[src/rtl/fcmp_pkg.sv]
// Shared types and helpers for the shared float-compare arbiter.
// Holds the op encoding, binary32 constants and the NaN test.
package fcmp_pkg;

  typedef enum logic [1:0] {
    FEQ = 2'b00,
    FLT = 2'b01,
    FLE = 2'b10,
    RSV = 2'b11
  } fcmp_op_t;

  localparam logic [7:0]  EXP_MAX = 8'hFF;
  localparam logic [31:0] QNAN    = 32'h7FC00000;

  function automatic logic is_nan(logic [31:0] x);
    return (x[30:23] == EXP_MAX) && (x[22:0] != 23'd0);
  endfunction

endpackage

[src/rtl/fcmp_core.sv]
// Combinational binary32 compare: FEQ/FLT/FLE with NaN and reserved-op flags.
// Denormals compare by raw bits; -0 and +0 are equal.
module fcmp_core
  import fcmp_pkg::*;
(
  input  logic [31:0] x1_i,
  input  logic [31:0] x2_i,
  input  logic [1:0]  op_i,
  output logic        y_o,
  output logic        nan_o,
  output logic        err_o
);

  fcmp_op_t op;
  logic     any_nan;
  logic     both_zero;
  logic     eq;
  logic     lt;

  always_comb begin
    op        = fcmp_op_t'(op_i);
    any_nan   = is_nan(x1_i) | is_nan(x2_i);
    both_zero = (x1_i[30:0] == 31'd0) && (x2_i[30:0] == 31'd0);
    eq        = (x1_i == x2_i) | both_zero;

    // Sign-magnitude ordering: negative magnitudes order in reverse.
    if (both_zero)                lt = 1'b0;
    else if (x1_i[31] != x2_i[31]) lt = x1_i[31];
    else if (x1_i[31])            lt = x1_i[30:0] > x2_i[30:0];
    else                          lt = x1_i[30:0] < x2_i[30:0];

    y_o   = 1'b0;
    nan_o = 1'b0;
    err_o = 1'b0;
    case (op)
      FEQ:     y_o = eq;
      FLT:     y_o = lt;
      FLE:     y_o = lt | eq;
      default: err_o = 1'b1;
    endcase

    if ((op != RSV) && any_nan) begin
      y_o   = 1'b0;
      nan_o = 1'b1;
    end
  end

endmodule

[src/rtl/fcmp_arbiter.sv]
// Round-robin share of one float-compare datapath among N requesters,
// with a single registered result stage (1-cycle latency).
module fcmp_arbiter
  import fcmp_pkg::*;
#(
  parameter int N   = 4,
  parameter int IDW = $clog2(N)
) (
  input  logic            clk,
  input  logic            rst,
  input  logic [N-1:0]    req_valid,
  output logic [N-1:0]    req_ready,
  input  logic [2*N-1:0]  req_op,
  input  logic [32*N-1:0] req_x1,
  input  logic [32*N-1:0] req_x2,
  output logic            res_valid,
  input  logic            res_ready,
  output logic [IDW-1:0]  res_id,
  output logic            res_y,
  output logic            res_nan,
  output logic            res_err
);

  // Handshake: a request on port p transfers when req_valid[p] & req_ready[p];
  // the result transfers when res_valid & res_ready. req_ready is only raised
  // when the result register is empty or being popped in the same cycle.

  logic [IDW-1:0] rr_ptr_q, rr_ptr_d;
  logic [IDW-1:0] grant;
  logic [IDW:0]   idx_w;
  logic [IDW-1:0] idx;
  logic           found;
  logic           can_issue;
  logic           fire;

  logic           res_valid_q, res_valid_d;
  logic [IDW-1:0] res_id_q, res_id_d;
  logic           res_y_q, res_y_d;
  logic           res_nan_q, res_nan_d;
  logic           res_err_q, res_err_d;

  logic [1:0]     sel_op;
  logic [31:0]    sel_x1;
  logic [31:0]    sel_x2;
  logic           core_y, core_nan, core_err;

  always_comb begin : grant_search
    found = 1'b0;
    grant = '0;
    idx_w = '0;
    idx   = '0;
    for (int i = 0; i < N; i++) begin
      idx_w = {1'b0, rr_ptr_q} + (IDW+1)'(i);
      if (idx_w >= (IDW+1)'(N)) idx_w = idx_w - (IDW+1)'(N);
      idx = idx_w[IDW-1:0];
      if (!found && req_valid[idx]) begin
        found = 1'b1;
        grant = idx;
      end
    end
  end

  assign can_issue = !res_valid_q || res_ready;
  assign fire      = found && can_issue && !rst;

  always_comb begin : operand_mux
    req_ready = '0;
    sel_op    = '0;
    sel_x1    = '0;
    sel_x2    = '0;
    for (int p = 0; p < N; p++) begin
      if (grant == IDW'(p)) begin
        req_ready[p] = fire;
        sel_op       = req_op[2*p +: 2];
        sel_x1       = req_x1[32*p +: 32];
        sel_x2       = req_x2[32*p +: 32];
      end
    end
  end

  fcmp_core u_core (
    .x1_i  (sel_x1),
    .x2_i  (sel_x2),
    .op_i  (sel_op),
    .y_o   (core_y),
    .nan_o (core_nan),
    .err_o (core_err)
  );

  always_comb begin : next_state
    res_valid_d = res_valid_q;
    res_id_d    = res_id_q;
    res_y_d     = res_y_q;
    res_nan_d   = res_nan_q;
    res_err_d   = res_err_q;
    rr_ptr_d    = rr_ptr_q;
    if (fire) begin
      res_valid_d = 1'b1;
      res_id_d    = grant;
      res_y_d     = core_y;
      res_nan_d   = core_nan;
      res_err_d   = core_err;
      rr_ptr_d    = (grant == IDW'(N-1)) ? '0 : grant + IDW'(1);
    end else if (res_ready) begin
      res_valid_d = 1'b0;
    end
  end

  always_ff @(posedge clk or posedge rst) begin
    if (rst) begin
      res_valid_q <= 1'b0;
      res_id_q    <= '0;
      res_y_q     <= 1'b0;
      res_nan_q   <= 1'b0;
      res_err_q   <= 1'b0;
      rr_ptr_q    <= '0;
    end else begin
      res_valid_q <= res_valid_d;
      res_id_q    <= res_id_d;
      res_y_q     <= res_y_d;
      res_nan_q   <= res_nan_d;
      res_err_q   <= res_err_d;
      rr_ptr_q    <= rr_ptr_d;
    end
  end

  assign res_valid = res_valid_q;
  assign res_id    = res_id_q;
  assign res_y     = res_y_q;
  assign res_nan   = res_nan_q;
  assign res_err   = res_err_q;

endmodule

[config.mk]
export PLATFORM = sky130hd
export DESIGN_NAME = fcmp_arbiter
export DESIGN_NICKNAME = d
export VERILOG_FILES = /design/src/rtl/fcmp_pkg.sv /design/src/rtl/fcmp_core.sv /design/src/rtl/fcmp_arbiter.sv
export SDC_FILE = /design/constraint.sdc
export NUM_CORES = 1
export LEC_CHECK = 0
export CELL_PAD_IN_SITES_DETAIL_PLACEMENT = 1
export CELL_PAD_IN_SITES_GLOBAL_PLACEMENT = 2
export CORE_MARGIN = 5
export CORE_UTILIZATION = 18
export DETAILED_ROUTE_END_ITERATION = 7
export GPL_TIMING_DRIVEN = 1
export PLACE_DENSITY = 0.9
export SYNTH_ARGS = -nofsm -noshare
export SYNTH_HDL_FRONTEND = slang
export SYNTH_SLANG_ARGS = --single-unit
[constraint.sdc]
create_clock -name clk -period 11.4 [get_ports clk]
set_input_delay 1.71 -clock clk [delete_from_list [all_inputs] [get_ports clk]]
set_output_delay 1.71 -clock clk [all_outputs]
set_load 0.01 [all_outputs]
==> reports/metrics.yaml <==
synth:
  yosysUniqueCellTypes: 57
  synth_commonest_cells: "nand2_1, a21oi_1, inv_1, ha_1, nand3b_1"
  synth_edf_count: 0
  synthesis.area_sq_um: 4024
  synth_area_leaders: "ha_1, a21oi_1, nand2_1, nand3b_1, dfrtp_1"
  ys_warn_count: 0
  synth_compound_area_frac: 0.4067
  synthMuxAreaShare: 0
  syn-num-nets: 932
  ys_seq_elements: 8
  synth.most_common_cell: "nand2_1"
  yosys.area_share.xor_xnor: 0.002177
  syn_area_per_cell_sq_um: 6.428
  ys_async_sr_fraction: 1.000
  synthFlopType: "dfrtp_1"
  synthAdderAreaFrac: 0.1088
  synth_top_area_share: 0.1088
  synth_top_family_by_area: "compound AO/OA/AOI/OAI gates"
  netlist_instances: 626
  yosysTopAreaCell: "ha_1"
  synth_simple_gate_area_frac: 0.3364
  ys_seq_area_frac: 0.04975
critical_path:
  arrival_ns: 7.65
  critPathSlowestCell: "ha_2"
  end_kind: "flop"
  cp_cell_sequence: "clkdlybuf4s50_1 > inv_1 > a21oi_1 > nor2_1 > a221oi_1 > nor2b_1 > ha_2 > buf_4 > nand2b_1 > buf_4 > o22ai_1 > or2_2 > ha_1 > nand4_1 > nor4_1 > nand2_1 > o2111ai_1 > a31oi_1 > a211o_1 > o211ai_2"
  critPathLaunchType: "input port"
  worst-path-max-fanout: 54
  worstPathRequired_ns: 11.55
  path_class: "in -> reg"
  crit_top_cell: "buf_4"
  cp_num_buf_inv: 4
  slowest_delay_ns: 0.66
  cp_top_family: "simple AND/OR/NAND/NOR gates"
finish:
  nNetsFinal: 1172
  drive_gt1_frac: 0.03935
  stdcell_count: 1145
  synthToLayoutAreaGrowth_pct: 76.40
power:
  p_leak_nw: 2.672
  p_per_area_nw_per_um2: 226.2
  seqPwrFrac: 0.029
  p_int_w: 0.0006957
  p_sw_frac: 0.5667
  p_clk_frac: 0.037
  ir_worst_vdd_mv: 0.08192
  power_switching_w: 0.0009100
  pwr-share-comb: 0.934
sta:
  rsz0062_at_grt: "false"
  maxSlewViolCount: 0
  setup_violations: 0
  worst_pin_slew_ns: 0.9070
  period_minus_slack_ns: 7.494
  holdWs_ns: 0.4797
  fin_worst_skew_ns: 0.0003873
  relSlewSlack: 0.3945
  hold_viol_final: 0
  max_freq_mhz: 133.4
  final.setup.tns_ns: 0
  period_share: 0.6574
global_route:
  antenna_found_initial: 2
  grt_usage: 0.1802
  grt_use_met2: 0.3196
  grt_pass1_vias: 6234
  grt_start_max_net_pins: 73
  grt_pass1_wl_microns: 36890
  globalRouteOverflowTotal: 0
  grtUsageMet3: 0.03029
  met1_usage: 0.2345
  busiest_layer: "met2"
detailed_routing:
  drc: 0
  first_pass_iters: 5
  wire_per_inst_microns: 21.38
  wl_microns: 24480
  drtAntennaViolNets: 0
  dr_total_vias: 5963
  drt-initial-drc-count: 358
  via_per_inst: 5.208
clock_network:
  clock_sinks: 8
  cts_tree: "built"
  postCtsSetupBuffers: 0
  clk_pin_slew_worst_paths_ns: 0.04
  htreeDepth: 1
  root_buffer: "clkbuf_16"
  clockBufferDepth: 2
  ctsResizeCount: 0
  cts_hold_buf: 0
  cts_buffers: 3
  clk_latency_ns: 0.23
die:
  fp.dieW_microns: 159.5
  die_h_microns: 159.5
  initial_core_util: 0.1838
  die_area_sq_um: 25450
  ios: 281
  fp-row-count: 54
  core_area_sq_um: 21890
flow_run:
  maxCapViolCount: 0
status:
  outcome: "finished clean"
min_path:
  hp-class: "reg -> reg"
placement:
  gp_congestion: 0.8472
  portBuffers: 280
  placed_cells: 1141
  hpwl_microns: 20320
registers in the layout, summed over array words and instances, names as in the netlist:
register	flops
res_nan	1
res_id	2
res_y	1
res_err	1
res_valid	1
rr_ptr_q	2
layer usage:
layer | part of all wire | vias up
met5 | 0.00029 | -
met4 | 0.0095 | 2
met3 | 0.064 | 14
met2 | 0.48 | 224
met1 | 0.44 | 2853
li1 | - | 2870
cells in the final DEF (no fill, tap or decap), types with 9 or more instances in the layout:
| cell type | instances |
|---|---|
| a211oi_1 | 10 |
| a21oi_1 | 64 |
| a221oi_1 | 18 |
| a222oi_1 | 9 |
| a22oi_1 | 11 |
| clkdlybuf4s50_1 | 280 |
| ha_1 | 31 |
| inv_1 | 41 |
| nand2_1 | 81 |
| nand3_1 | 19 |
| nand3b_1 | 34 |
| nand4_1 | 11 |
| nor2_1 | 22 |
| nor4_1 | 12 |
| o21a_1 | 14 |
| o21ai_0 | 32 |
| o22ai_1 | 29 |
| or2_2 | 11 |
final timing paths:
check	end	slack (ns)	cells past startpoint	from
worst max-delay path	res_y$_DFFE_PP0P_	3.91	20	req_valid[1]
min in group asynchronous	rr_ptr_q[0]$_DFFE_PP0P_	1.80	2	rst
worst max register to register	res_y$_DFFE_PP0P_	5.50	19	rr_ptr_q[0]$_DFFE_PP0P_
worst min register to register	res_id[0]$_DFFE_PP0P_	0.48	2	res_id[0]$_DFFE_PP0P_
worst min-delay path	res_id[0]$_DFFE_PP0P_	0.48	2	res_id[0]$_DFFE_PP0P_
max in group asynchronous	res_id[0]$_DFFE_PP0P_	9.36	2	rst
cell families (layout without fill, tap and decap cells):
family / Yosys count / in the layout
AO/OA/AOI/OAI: 243 / 243
adder cells (fa/ha/maj): 35 / 35
flip-flops: 8 / 8
XOR/XNOR: 1 / 1
buffers and inverters: 94 / 332
AND/OR/NAND/NOR: 245 / 245
other: 0 / 1
final cells by class:
type / count / area [sq um]
fillers: 2724 / 14790
multi-input cells: 524 / 3457
repair buffers: 287 / 2855
well taps: 280 / 350.3
flip-flops and latches: 8 / 200.2
inverters: 42 / 157.7
clock buffers: 3 / 75.07
diodes: 1 / 2.502
power groups by stage:
stage          clock network [W]  registers [W]  logic, W
6_report               0.0000597      0.0000469   0.00150
5_1_grt                0.0000624      0.0000488   0.00169
4_1_cts                0.0000608      0.0000469   0.00152
3_5_place_dp                   0      0.0000473   0.00151
3_3_place_gp                   0      0.0000471   0.00149
2_1_floorplan                  0      0.0000485   0.00101
worst register-to-register path, stage by stage, from the launching register on:
cell	delay, ns
dfrtp_1	0.42
nor2_1	0.10
a21oi_1	0.12
nor2_1	0.05
a221oi_1	0.28
nor2b_1	0.38
ha_2	0.66
buf_4	0.58
nand2b_1	0.31
buf_4	0.40
o22ai_1	0.21
or2_2	0.32
ha_1	0.30
nand4_1	0.13
nor4_1	0.61
nand2_1	0.15
o2111ai_1	0.27
a31oi_1	0.12
a211o_1	0.29
o211ai_2	0.13
per-stage QoR:
step / util / setup slack, ns / power (W) / instance area (sq um)
2_1_floorplan: - / 5.406 / 0.001058 / 4024
5_1_grt: 0.3242 / 3.401 / 0.001798 / 7098
6_report: 0.3242 / 3.906 / 0.001606 / 7098
4_1_cts: 0.3241 / 3.925 / 0.001630 / 7096
3_3_place_gp: 0.3207 / 3.959 / 0.001533 / 7020
3_5_place_dp: 0.3207 / 3.744 / 0.001562 / 7020
Note: power is estimated with default switching activity, not from simulation.
